### config.mk
export PLATFORM = sky130hd
export DESIGN_NAME = dmem_dump_arbiter_flat
export DESIGN_NICKNAME = d
export VERILOG_FILES = /design/src/rtl/dmem_dump_arbiter_pkg.sv /design/src/rtl/dmem_dump_arbiter_if.sv /design/src/rtl/dmem_dump_arbiter_port_mux.sv /design/src/rtl/dmem_dump_arbiter.sv /design/src/flat_wrapper.sv
export SDC_FILE = /design/constraint.sdc
export NUM_CORES = 1
export LEC_CHECK = 0
export CORE_AREA = 5 5 87 89
export CTS_BUF_LIST = sky130_fd_sc_hd__clkbuf_4
export CTS_CLUSTER_DIAMETER = 30
export CTS_CLUSTER_SIZE = 28
export DETAILED_ROUTE_END_ITERATION = 16
export DIE_AREA = 0 0 92 94
export GPL_ROUTABILITY_DRIVEN = 0
export PLACE_DENSITY = 0.87
export SETUP_SLACK_MARGIN = 0.1
export SKIP_CTS_REPAIR_TIMING = 1
export SLEW_MARGIN = 20
export SYNTH_ARGS = -nofsm -noshare
export SYNTH_HDL_FRONTEND = slang
export SYNTH_SLANG_ARGS = --single-unit
### constraint.sdc
create_clock -name clk -period 4.25 [get_ports clk]
set_input_delay 0.425 -clock clk [delete_from_list [all_inputs] [get_ports clk]]
set_output_delay 0.425 -clock clk [all_outputs]
set_load 0.05 [all_outputs]
### src/rtl/dmem_dump_arbiter_pkg.sv
// Shared types for the data-memory dump arbiter: FSM state encoding and port-ownership helper.
package dmem_dump_pkg;

    localparam int STATE_W = 3;

    typedef enum logic [STATE_W-1:0] {
        IDLE      = 3'd0,
        WAIT_HALT = 3'd1,
        READ      = 3'd2,
        WAIT_DATA = 3'd3,
        SEND      = 3'd4,
        CKSUM     = 3'd5,
        DONE      = 3'd6
    } state_t;

    // Once the pipeline has halted the dumper drives the RAM port until the dump ends.
    function automatic logic dumper_owns(state_t s);
        return (s == READ) || (s == WAIT_DATA) || (s == SEND) || (s == CKSUM) || (s == DONE);
    endfunction

endpackage

### src/rtl/dmem_dump_arbiter_if.sv
// Valid/ready stream carrying dumped words to the debug unit.
interface dmem_dump_arbiter_if #(
    parameter int NB_DATA = 32
) ();
    logic [NB_DATA-1:0] data;
    logic               valid;
    logic               ready;

    modport master (output data, output valid, input ready);
    modport slave  (input data, input valid, output ready);
endinterface

### src/rtl/dmem_dump_arbiter_port_mux.sv
// RAM-port ownership mux: MEM stage passes straight through unless the dumper owns the port.
module dmem_port_mux #(
    parameter int NB_DATA = 32,
    parameter int NB_ADDR = 8
) (
    input  logic               dumper_own,
    input  logic               mem_we,
    input  logic [NB_ADDR-1:0] mem_addr,
    input  logic [NB_DATA-1:0] mem_wdata,
    input  logic [NB_ADDR-1:0] dump_addr,
    output logic               ram_we,
    output logic [NB_ADDR-1:0] ram_addr,
    output logic [NB_DATA-1:0] ram_wdata
);
    // Stores issued while the dumper owns the port are dropped, never deferred.
    assign ram_we    = dumper_own ? 1'b0 : mem_we;
    assign ram_addr  = dumper_own ? dump_addr : mem_addr;
    assign ram_wdata = dumper_own ? '0 : mem_wdata;
endmodule

### src/rtl/dmem_dump_arbiter.sv
// Shares the data-memory RAM port between the MEM stage and a debug memory dumper.
// Optional DMEM_DUMP_CHECKSUM_EN appends a running-XOR beat after the last word.
module dmem_dump_arbiter
    import dmem_dump_pkg::*;
#(
    parameter int NB_DATA    = 32,
    parameter int NB_ADDR    = 8,
    parameter int DUMP_FIRST = 0,
    parameter int DUMP_LAST  = 255
) (
    input  logic                clk,
    input  logic                i_reset,
    input  logic                i_mem_we,
    input  logic [NB_ADDR-1:0]  i_mem_addr,
    input  logic [NB_DATA-1:0]  i_mem_wdata,
    output logic [NB_DATA-1:0]  o_mem_rdata,
    input  logic                i_pipe_halted,
    output logic                o_stall,
    input  logic                i_dump_req,
    output logic                o_dump_busy,
    dmem_dump_arbiter_if.master dump,
    output logic                o_dump_done,
    output logic                o_ram_we,
    output logic [NB_ADDR-1:0]  o_ram_addr,
    output logic [NB_DATA-1:0]  o_ram_wdata,
    input  logic [NB_DATA-1:0]  i_ram_rdata
);
    localparam logic [NB_ADDR-1:0] FIRST_A = NB_ADDR'(DUMP_FIRST);
    localparam logic [NB_ADDR-1:0] LAST_A  = NB_ADDR'(DUMP_LAST);

    state_t               state;
    logic [NB_ADDR-1:0]   cnt;
    logic [NB_DATA-1:0]   dump_data;
    logic                 stall, busy, valid, done;
`ifdef DMEM_DUMP_CHECKSUM_EN
    logic [NB_DATA-1:0]   cksum;
`endif

    wire hs = valid & dump.ready;
    // Reset hands the port back to MEM in the very cycle it is sampled.
    wire dumper_own = dumper_owns(state) & ~i_reset;

    assign o_mem_rdata = i_ram_rdata;
    assign o_stall     = stall;
    assign o_dump_busy = busy;
    assign o_dump_done = done;
    assign dump.data   = dump_data;
    assign dump.valid  = valid;

    dmem_port_mux #(.NB_DATA(NB_DATA), .NB_ADDR(NB_ADDR)) u_mux (
        .dumper_own (dumper_own),
        .mem_we     (i_mem_we),
        .mem_addr   (i_mem_addr),
        .mem_wdata  (i_mem_wdata),
        .dump_addr  (cnt),
        .ram_we     (o_ram_we),
        .ram_addr   (o_ram_addr),
        .ram_wdata  (o_ram_wdata)
    );

    always_ff @(posedge clk) begin
        if (i_reset) begin
            state     <= IDLE;
            cnt       <= FIRST_A;
            dump_data <= '0;
            stall     <= 1'b0;
            busy      <= 1'b0;
            valid     <= 1'b0;
            done      <= 1'b0;
`ifdef DMEM_DUMP_CHECKSUM_EN
            cksum     <= '0;
`endif
        end else begin
            done <= 1'b0;
            case (state)
                IDLE: if (i_dump_req) begin
                    state <= WAIT_HALT;
                    stall <= 1'b1;
                    busy  <= 1'b1;
`ifdef DMEM_DUMP_CHECKSUM_EN
                    cksum <= '0;
`endif
                end
                WAIT_HALT: if (i_pipe_halted) state <= READ;
                READ:      state <= WAIT_DATA;
                WAIT_DATA: begin
                    dump_data <= i_ram_rdata;
                    valid     <= 1'b1;
                    state     <= SEND;
                end
                SEND: if (hs) begin
`ifdef DMEM_DUMP_CHECKSUM_EN
                    cksum <= cksum ^ dump_data;
`endif
                    if (cnt == LAST_A) begin
`ifdef DMEM_DUMP_CHECKSUM_EN
                        // valid stays high: the checksum beat follows back-to-back.
                        dump_data <= cksum ^ dump_data;
                        state     <= CKSUM;
`else
                        valid <= 1'b0;
                        done  <= 1'b1;
                        state <= DONE;
`endif
                    end else begin
                        valid <= 1'b0;
                        cnt   <= cnt + 1'b1;
                        state <= READ;
                    end
                end
`ifdef DMEM_DUMP_CHECKSUM_EN
                CKSUM: if (hs) begin
                    valid <= 1'b0;
                    done  <= 1'b1;
                    state <= DONE;
                end
`endif
                DONE: begin
                    stall <= 1'b0;
                    busy  <= 1'b0;
                    cnt   <= FIRST_A;
                    state <= IDLE;
                end
                default: state <= IDLE;
            endcase
        end
    end

endmodule

### src/flat_wrapper.sv
// flat-port wrapper written by rule: the top's interface ports become plain ports
module dmem_dump_arbiter_flat import dmem_dump_pkg::*;
#(
    parameter int NB_DATA    = 32,
    parameter int NB_ADDR    = 8,
    parameter int DUMP_FIRST = 0,
    parameter int DUMP_LAST  = 255
)
  (clk, i_reset, i_mem_we, i_mem_addr, i_mem_wdata, o_mem_rdata, i_pipe_halted, o_stall, i_dump_req, o_dump_busy, o_dump_done, o_ram_we, o_ram_addr, o_ram_wdata, i_ram_rdata, dump_data, dump_valid, dump_ready);
  dmem_dump_arbiter_if #(.NB_DATA(NB_DATA)) dump_i ();
  input  logic clk;
  input  logic i_reset;
  input  logic i_mem_we;
  input  logic [NB_ADDR-1:0] i_mem_addr;
  input  logic [NB_DATA-1:0] i_mem_wdata;
  output logic [NB_DATA-1:0] o_mem_rdata;
  input  logic i_pipe_halted;
  output logic o_stall;
  input  logic i_dump_req;
  output logic o_dump_busy;
  output logic o_dump_done;
  output logic o_ram_we;
  output logic [NB_ADDR-1:0] o_ram_addr;
  output logic [NB_DATA-1:0] o_ram_wdata;
  input  logic [NB_DATA-1:0] i_ram_rdata;
  output wire logic [$bits(dump_i.data)-1:0] dump_data;
  output wire logic [$bits(dump_i.valid)-1:0] dump_valid;
  input wire logic [$bits(dump_i.ready)-1:0] dump_ready;
  assign dump_data = dump_i.data;
  assign dump_valid = dump_i.valid;
  assign dump_i.ready = dump_ready;
  dmem_dump_arbiter #(.NB_DATA(NB_DATA), .NB_ADDR(NB_ADDR), .DUMP_FIRST(DUMP_FIRST), .DUMP_LAST(DUMP_LAST)) u_core (.clk(clk), .i_reset(i_reset), .i_mem_we(i_mem_we), .i_mem_addr(i_mem_addr), .i_mem_wdata(i_mem_wdata), .o_mem_rdata(o_mem_rdata), .i_pipe_halted(i_pipe_halted), .o_stall(o_stall), .i_dump_req(i_dump_req), .o_dump_busy(o_dump_busy), .dump(dump_i), .o_dump_done(o_dump_done), .o_ram_we(o_ram_we), .o_ram_addr(o_ram_addr), .o_ram_wdata(o_ram_wdata), .i_ram_rdata(i_ram_rdata));
endmodule
==> flow_metrics.tcl, run 1 <==
set metrics [dict create \
    outcome "finished, final reports clean" \
    cap_violations 0 \
    synth_most_common_cell "nand2_1" \
    hpwl_mm 6.18 \
    grt_pass1_wl_mm 12.3 \
    fillCellCount 579 \
    synth_seq_cells 46 \
    leakage_nw 1.49 \
    fmax_mhz 314 \
    clock_sinks 46 \
    multi_input_area_um2 1200 \
    cts_root_buffer "clkbuf_4" \
    ctsLongestPathBuffers 2 \
    rsz0062_at_grt "false" \
    met3_length_um 765 \
    fin_crit_sh_pct 74.9 \
    ios 187 \
    synth_fp_nets 397 \
    initial_core_util_pct 36.9 \
    antenna_cells 0 \
    grt_remaining_overflow 0 \
    first_global_vias 2618 \
    powerDensity_nw_per_um2 413 \
    finalWorstSetupSlack_ns 1.07 \
    top_layer_used "met4" \
    final-max-slew-violation-count 0 \
    seq_area_um2 921 \
    antenna_found_initial 0 \
    max-slew-margin-rel_pct 30.2 \
    crit_fanout 41 \
    syn2layout_area_growth_pct 64.6 \
    crit_arrival_ns 2.76 \
    ys.flop_type "dfxtp_1" \
    wl_met2_mm 4.06 \
    yosys.area.top_type "dfxtp_1" \
    placed_cells 530 \
    htree_num_levels 2 \
    synth_area_leaders "dfxtp_1 37%, nand2_1 11%, buf_4 11%" \
    power_mw 1.67 \
    dp_slack_ns 1.18 \
    die_y_um 94 \
    clk_pin_slew_ns 0.13 \
    num_vias 2639 \
    crit_type "flop to output port" \
    drive_gt1_share_pct 13.8 \
    min_period_ns 3.18 \
    drt_first_pass_iters 4 \
    clk_latency_ns 0.35 \
    hold_violations 0 \
    ant_nets 0 \
    die_area_um2 8650 \
    netlist_area_um2 2460 \
    final_nets 536 \
    drc 0 \
    layout.cells.non_filler 538 \
    die_w_um 92 \
    cp-start-kind "flop" \
    syn_inst 318 \
    routedWlPerCell_um 14.6 \
    io_buffers 186 \
    viasPerCell 4.91 \
    hold_class "flop to flop" \
    drtIter0Drc 106 \
    min_from "u_core.dump.data[14]$_SDFFE_PP0N_" \
    required_ns 3.83 \
    ir_drop_uv 241 \
    cts_buffers 5 \
    grt_max_degree 46 \
    max_slew.worst_pin.slew_ns 1.05 \
    synthArstFlopShare_pct 0 \
    fin_setup_tns_ns 0 \
    worstSetupStartpoint "u_core.state[1]$_SDFFE_PP0P_" \
    yosys.area.top_type_share_pct 37.4 \
    coreArea_um2 6680 \
    cts_tree "built" \
    grt_usage_pct 17.2 \
    fin_util_pct 60.7 \
    std_cell_rows 30 \
    syn_avg_cell_area_um2 7.74 \
    setup_viol 0 \
    critPathCaptureType "output port" \
    ys_seq_area_share_pct 37.4 \
    yosys_warnings 0 \
    routed_wl_mm 7.85 \
    fin_skew_ns 0.00693 \
    yosysUniqueCellTypes 37 \
    reg2reg_from "u_core.state[1]$_SDFFE_PP0P_" \
    drt-met1-wl_mm 2.99 \
    synth_common_cells "72 x nand2_1, 46 x dfxtp_1, 38 x a21oi_1, 36 x nor2b_1, 35 x buf_4" \
    synth_edf_count 0 \
]
state kept, by name, summed over array words and instances (netlist names):
name / count
u_core.o_dump_done: 1
u_core.dump.data: 32
u_core.dump.valid: 1
u_core.o_stall: 1
u_core.cnt: 8
u_core.state: 3
cell families (layout without fill, tap and decap cells):
group                      after synthesis  count (layout)  share of synthesized area (%)
muxes                                    8               8                           3.66
buffers and inverters                   56             196                           14.5
adders and majority gates                1               1                          0.508
DFF                                     46              46                           37.4
and+or+nand+nor                        143             143                           29.1
AOI/OAI and AO/OA                       64              64                           14.8
placed cells by master, fill, tap and decap left out, types with 2 or more instances in the layout:
| cell | count |
|---|---|
| a21oi_1 | 38 |
| a31oi_1 | 4 |
| and3_1 | 3 |
| buf_4 | 42 |
| clkbuf_4 | 6 |
| clkdlybuf4s50_1 | 145 |
| dfxtp_1 | 46 |
| mux2_2 | 8 |
| nand2_1 | 71 |
| nand2b_1 | 2 |
| nand3_1 | 4 |
| nand3b_1 | 3 |
| nor2_1 | 6 |
| nor2b_1 | 36 |
| nor3_1 | 6 |
| nor4b_1 | 2 |
| o21ai_0 | 10 |
| o311ai_0 | 3 |
| o41ai_1 | 2 |
through the flow:
stage	hold slack, ns	cell area, um^2
after floorplan	0.471	2460
after global placement	0.443	3990
after detailed placement	0.446	3990
after CTS	0.465	4050
after global routing	0.477	4050
final	0.461	4050
power breakdown:
part / switching (mW) / internal, mW
combinational: 0.620 / 0.319
clock: 0.138 / 0.0716
sequential: 0.0577 / 0.469
total: 0.816 / 0.859
layer usage:
layer  vias to the layer above  GRT usage (%)
li1                       1317              -
met1                      1186           18.1
met3                         4           5.61
met5                         -              0
met4                         0           4.46
met2                       132           32.7
critical path: stages, from the launching register on:
cell     delay, ns
dfxtp_1       0.67
o21ai_0       0.25
a31oi_4       0.86
mux2_2        0.42
buf_4         0.19
layout make-up:
class / instances / area share [%]
Tap cell: 80 / 2.47
Clock buffer: 6 / 1.11
Clock inverter: 2 / 0.340
Multi-Input combinational cell: 216 / 29.7
Sequential cell: 46 / 22.7
Inverter: 1 / 0.0926
Timing Repair Buffer: 187 / 43.6
worst paths after layout:
check / to / slack, ns / cells past startpoint
hold / removal: u_core.dump.data[14]$_SDFFE_PP0N_ / 0.46 / 2
setup reg to reg: u_core.dump.data[24]$_SDFFE_PP0N_ / 2.40 / 4
setup / recovery: o_ram_addr[7] / 1.07 / 4
hold reg to reg: u_core.dump.data[14]$_SDFFE_PP0N_ / 0.46 / 2
(Power assumes the default switching activity.)
==> inputs of run 2 (changes only) <==
- CORE_AREA: 5 5 87 89 -> 5 5 90 92
- DIE_AREA: 0 0 92 94 -> 0 0 95 97
- PLACE_DENSITY: 0.87 -> 0.82
- clock period: 4.25 -> 3.3 ns (I/O delays scaled with it)
==> run 2 against run 1 <==
  * Core utilization is 3.0 points lower
  * Global-route usage shrank 1.3 points
  * Hold slack better by 0.0017 ns
  * Largest cell class unchanged
  * Highest routed layer unchanged
==> flow_metrics.tcl, run 2 (same netlist as run 1, synthesis figures left out) <==
set metrics [dict create \
    viasPerCell 4.66 \
    hold_ws_ns 0.463 \
    max-slew-margin-rel_pct 56.8 \
    drc 0 \
    final_cell_area_um2 4110 \
    grt_max_degree 46 \
    crit_arrival_ns 2.46 \
    fmax_mhz 358 \
    placed_area_um2 4030 \
    hpwl_mm 6.07 \
    routedWlPerCell_um 13.7 \
    final_nets 538 \
    fin_skew_ns 0.0159 \
    largest_reg_flops 32 \
    coreArea_um2 7140 \
    rsz0062_at_grt "false" \
    crit_type "flop to output port" \
    die_w_um 95 \
    std_cell_rows 31 \
    cap_violations 0 \
    ant_nets 0 \
    hold_violations 0 \
    critPathCaptureType "output port" \
    htree_num_levels 2 \
    fin_util_pct 57.6 \
    fin_crit_sh_pct 84.6 \
    grt_remaining_overflow 0 \
    first_global_vias 2491 \
    die_y_um 97 \
    initial_core_util_pct 34.5 \
    grt_usage_pct 15.8 \
    finalWorstSetupSlack_ns 0.510 \
    antenna_found_initial 0 \
    clock_sinks 46 \
    leakage_nw 1.51 \
    layout.cells.non_filler 559 \
    min_period_ns 2.79 \
    placed_cells 551 \
    max_slew.worst_pin.slew_ns 0.648 \
    dp_slack_ns 0.702 \
    clk_latency_ns 0.36 \
    outcome "finished, final reports clean" \
    ctsLongestPathBuffers 2 \
    ir_drop_uv 312 \
    final_common_cell "clkdlybuf4s50_1" \
    drtIter0Drc 175 \
    ios 187 \
    drive_gt1_share_pct 13.9 \
    grt_pass1_wl_mm 11.9 \
    num_vias 2607 \
    io_buffers 186 \
    drt_first_pass_iters 4 \
    power_mw 2.23 \
    powerDensity_nw_per_um2 543 \
    syn2layout_area_growth_pct 67.1 \
    hold_class "flop to flop" \
    cts_tree "built" \
    routed_wl_mm 7.68 \
    crit_fanout 22 \
    layout_common_cells "145 x clkdlybuf4s50_1, 71 x nand2_1, 46 x dfxtp_1" \
    required_ns 2.97 \
    setup_viol 0 \
    cts_buffers 5 \
    clk_pin_slew_ns 0.12 \
    cp-start-kind "flop" \
    fin_setup_tns_ns 0 \
    antenna_cells 0 \
    final-max-slew-violation-count 0 \
    die_area_um2 9220 \
    cts_root_buffer "clkbuf_4" \
]
## run 2: changes by cell type in the layout (fill, tap and decap cells not counted), sizes merged
| cell | change |
|---|---|
| clkbuf | -1 |
| clkinv | -1 |
| bufinv | +1 |
| buf | +2 |
| inv | +1 |
## run 2: path summary, 6_finish.rpt
kind	slack, ns	cells past startpoint	end	start
min reg2reg	0.46	2	u_core.dump.data[19]$_SDFFE_PP0N_	u_core.dump.data[19]$_SDFFE_PP0N_
min	0.46	2	u_core.dump.data[19]$_SDFFE_PP0N_	u_core.dump.data[19]$_SDFFE_PP0N_
max	0.51	5	o_ram_wdata[8]	u_core.state[1]$_SDFFE_PP0P_
max reg2reg	1.45	4	u_core.cnt[5]$_SDFFE_PP0P_	u_core.state[2]$_SDFFE_PP0P_
## run 2: critical path, cell delays in order (launching register included)
cell	delay, ns
dfxtp_1	0.66
o21ai_0	0.25
a31oi_4	0.58
buf_4	0.34
nor2b_1	0.09
buf_4	0.19
## run 2: per-layer routing
metal | track usage, % | wire length, um | vias to the layer above
li1 | - | - | 1322
met1 | 17.6 | 2890 | 1142
met2 | 29.2 | 3970 | 135
met3 | 4.19 | 744 | 8
met4 | 4.00 | 76 | 0
met5 | 0 | 0 | -
## run 2: area by class of cell
class,count,area [um^2]
fill,669,3020
timing repair buffer,189,1780
multi-input combinational,216,1200
sequential,46,921
tap,99,124
clock inverter,3,43.8
clock buffer,5,37.5
inverter,1,3.75
## run 2: where the power goes
group / total [mW] / internal [mW] / switching [mW]
registers: 0.673 / 0.604 / 0.0697
logic: 1.22 / 0.416 / 0.800
clock network: 0.343 / 0.161 / 0.182
==> inputs of run 3 (changes only) <==
- CORE_AREA: 5 5 90 92 -> 5 5 96 98
- DIE_AREA: 0 0 95 97 -> 0 0 101 103
- PLACE_DENSITY: 0.82 -> 0.76
- clock period: 3.3 -> 2.4 ns (I/O delays scaled with it)
==> run 3 against run 2 <==
  * Critical path type unchanged
  * Global-route usage fell by 2.1 points
  * Cell area rose by 0.67%
  * Worst setup slack got worse by 0.26 ns
  * Largest power group unchanged
  * Largest cell class unchanged
  * Total power rose by 33%
  * Routed wire length fell by 1.1%
  * Clock-buffer cell count did not move
  * Clock skew fell by 0.0079 ns
  * Highest routed layer unchanged
  * Hold slack got worse by 0.0011 ns
  * First-iteration DRC count fell by 37%
  * Sequential power rose by 34%
  * Critical path depth did not move
==> flow_metrics.tcl, run 3 (same netlist as run 1, synthesis figures left out) <==
set metrics [dict create \
    outcome "finished, final reports clean" \
    drtIter0Drc 111 \
    rsz0062_at_grt "false" \
    leakage_nw 1.52 \
    powerDensity_nw_per_um2 716 \
    antenna_cells 0 \
    ios 187 \
    p_comb_share_pct 58.8 \
    std_cell_rows 34 \
    grt_usage_pct 13.7 \
    switchingPower_mw 1.42 \
    hold_ws_ns 0.462 \
    layout_common_cells "145 x clkdlybuf4s50_1, 72 x nand2_1, 49 x buf_4" \
    p_clk_share_pct 10.7 \
    viasPerCell 4.63 \
    first_global_vias 2533 \
    rrSetupSlack_ns 0.71 \
    holdPathStages 2 \
    clk_pin_slew_ns 0.12 \
    syn2layout_area_growth_pct 68.2 \
    final_cell_area_um2 4140 \
    antenna_found_initial 0 \
    final-max-slew-violation-count 0 \
    die_area_um2 10400 \
    fin_skew_ns 0.00794 \
    crit_fanout 18 \
    grt_pass1_wl_mm 11.7 \
    power_mw 2.96 \
    fin_setup_tns_ns 0 \
    final_nets 544 \
    r2r_cells 5 \
    routedWlPerCell_um 13.3 \
    critPathCaptureType "output port" \
    die_w_um 101 \
    reg2reg_from "u_core.state[2]$_SDFFE_PP0P_" \
    cts_tree "built" \
    whs_endpoint "u_core.dump.data[5]$_SDFFE_PP0N_" \
    fin_crit_sh_pct 89.8 \
    fillCellCount 804 \
    htree_num_levels 2 \
    grt_remaining_overflow 0 \
    hpwl_mm 6.15 \
    cts_buffers 5 \
    clock_sinks 46 \
    routed_wl_mm 7.60 \
    fin_util_pct 49.4 \
    swShare_pct 47.9 \
    p_int_mw 1.55 \
    min_period_ns 2.15 \
    dp_slack_ns 0.225 \
    io_buffers 186 \
    fmax_mhz 464 \
    crit_arrival_ns 1.91 \
    ctsLongestPathBuffers 2 \
    largest_reg_flops 32 \
    cap_violations 0 \
    grt_max_degree 46 \
    min_from "u_core.dump.data[5]$_SDFFE_PP0N_" \
    multi_input_area_um2 1200 \
    ir_drop_uv 382 \
    coreArea_um2 8380 \
    final_common_cell "clkdlybuf4s50_1" \
    ant_nets 0 \
    setup_viol 0 \
    crit_type "flop to output port" \
    cp-start-kind "flop" \
    p_seq_share_pct 30.5 \
    max_slew.worst_pin.slew_ns 0.515 \
    finalWorstSetupSlack_ns 0.245 \
    drt_first_pass_iters 4 \
    seq_area_um2 922 \
    initial_core_util_pct 29.4 \
    cts_root_buffer "clkbuf_4" \
    r2r-end "u_core.cnt[5]$_SDFFE_PP0P_" \
    hold_class "flop to flop" \
    hold_violations 0 \
    placed_cells 565 \
    num_vias 2651 \
    clk_latency_ns 0.33 \
    drc 0 \
    die_y_um 103 \
    layout.cells.non_filler 572 \
    drive_gt1_share_pct 14.4 \
    required_ns 2.16 \
    max-slew-margin-rel_pct 64.8 \
    placed_area_um2 4080 \
]
run 3: power groups by stage:
stage | Clock [mW] | Sequential [mW] | Combinational (mW)
finish | 0.317 | 0.904 | 1.74
detailed placement | 0 | 0.922 | 1.74
global placement | 0 | 0.916 | 1.73
global route | 0.365 | 0.918 | 1.84
floorplan | 0 | 1.06 | 1.04
CTS | 0.339 | 0.904 | 1.74
run 3: worst max-delay path, cell delays in order (launching register included):
cell and delay (ns):
dfxtp_1 0.67, a31oi_4 0.16, buf_12 0.18, buf_4 0.19
nor2b_1 0.14, buf_4 0.22
run 3: metal layers:
layer	vias to the layer above	routed length (um)	global-route usage (%)
met4	0	52	3.37
li1	1331	-	-
met1	1187	2780	15.2
met3	4	845	4.33
met2	129	3920	25.5
met5	-	0	0
run 3: worst max-delay path by stage:
stage	start	endpoint	slack (ns)	cells after the start
after floorplan	i_reset	o_ram_wdata[10]	0.56	6
after global placement	i_reset	o_ram_addr[7]	0.28	6
after detailed placement	i_reset	o_ram_addr[3]	0.23	6
after CTS	u_core.state[1]$_SDFFE_PP0P_	o_ram_addr[3]	-0.003	4
after global routing	u_core.state[0]$_SDFFE_PP0P_	o_ram_wdata[24]	0.11	5
final	u_core.state[0]$_SDFFE_PP0P_	o_ram_wdata[24]	0.25	5
run 3: area by class of cell:
type | count | area share, %
Timing Repair Buffer | 195 | 44.4
Multi-Input combinational cell | 216 | 29.0
Sequential cell | 46 | 22.3
Tap cell | 108 | 3.26
Clock buffer | 5 | 0.906
Clock inverter | 1 | 0.0906
Inverter | 1 | 0.0906
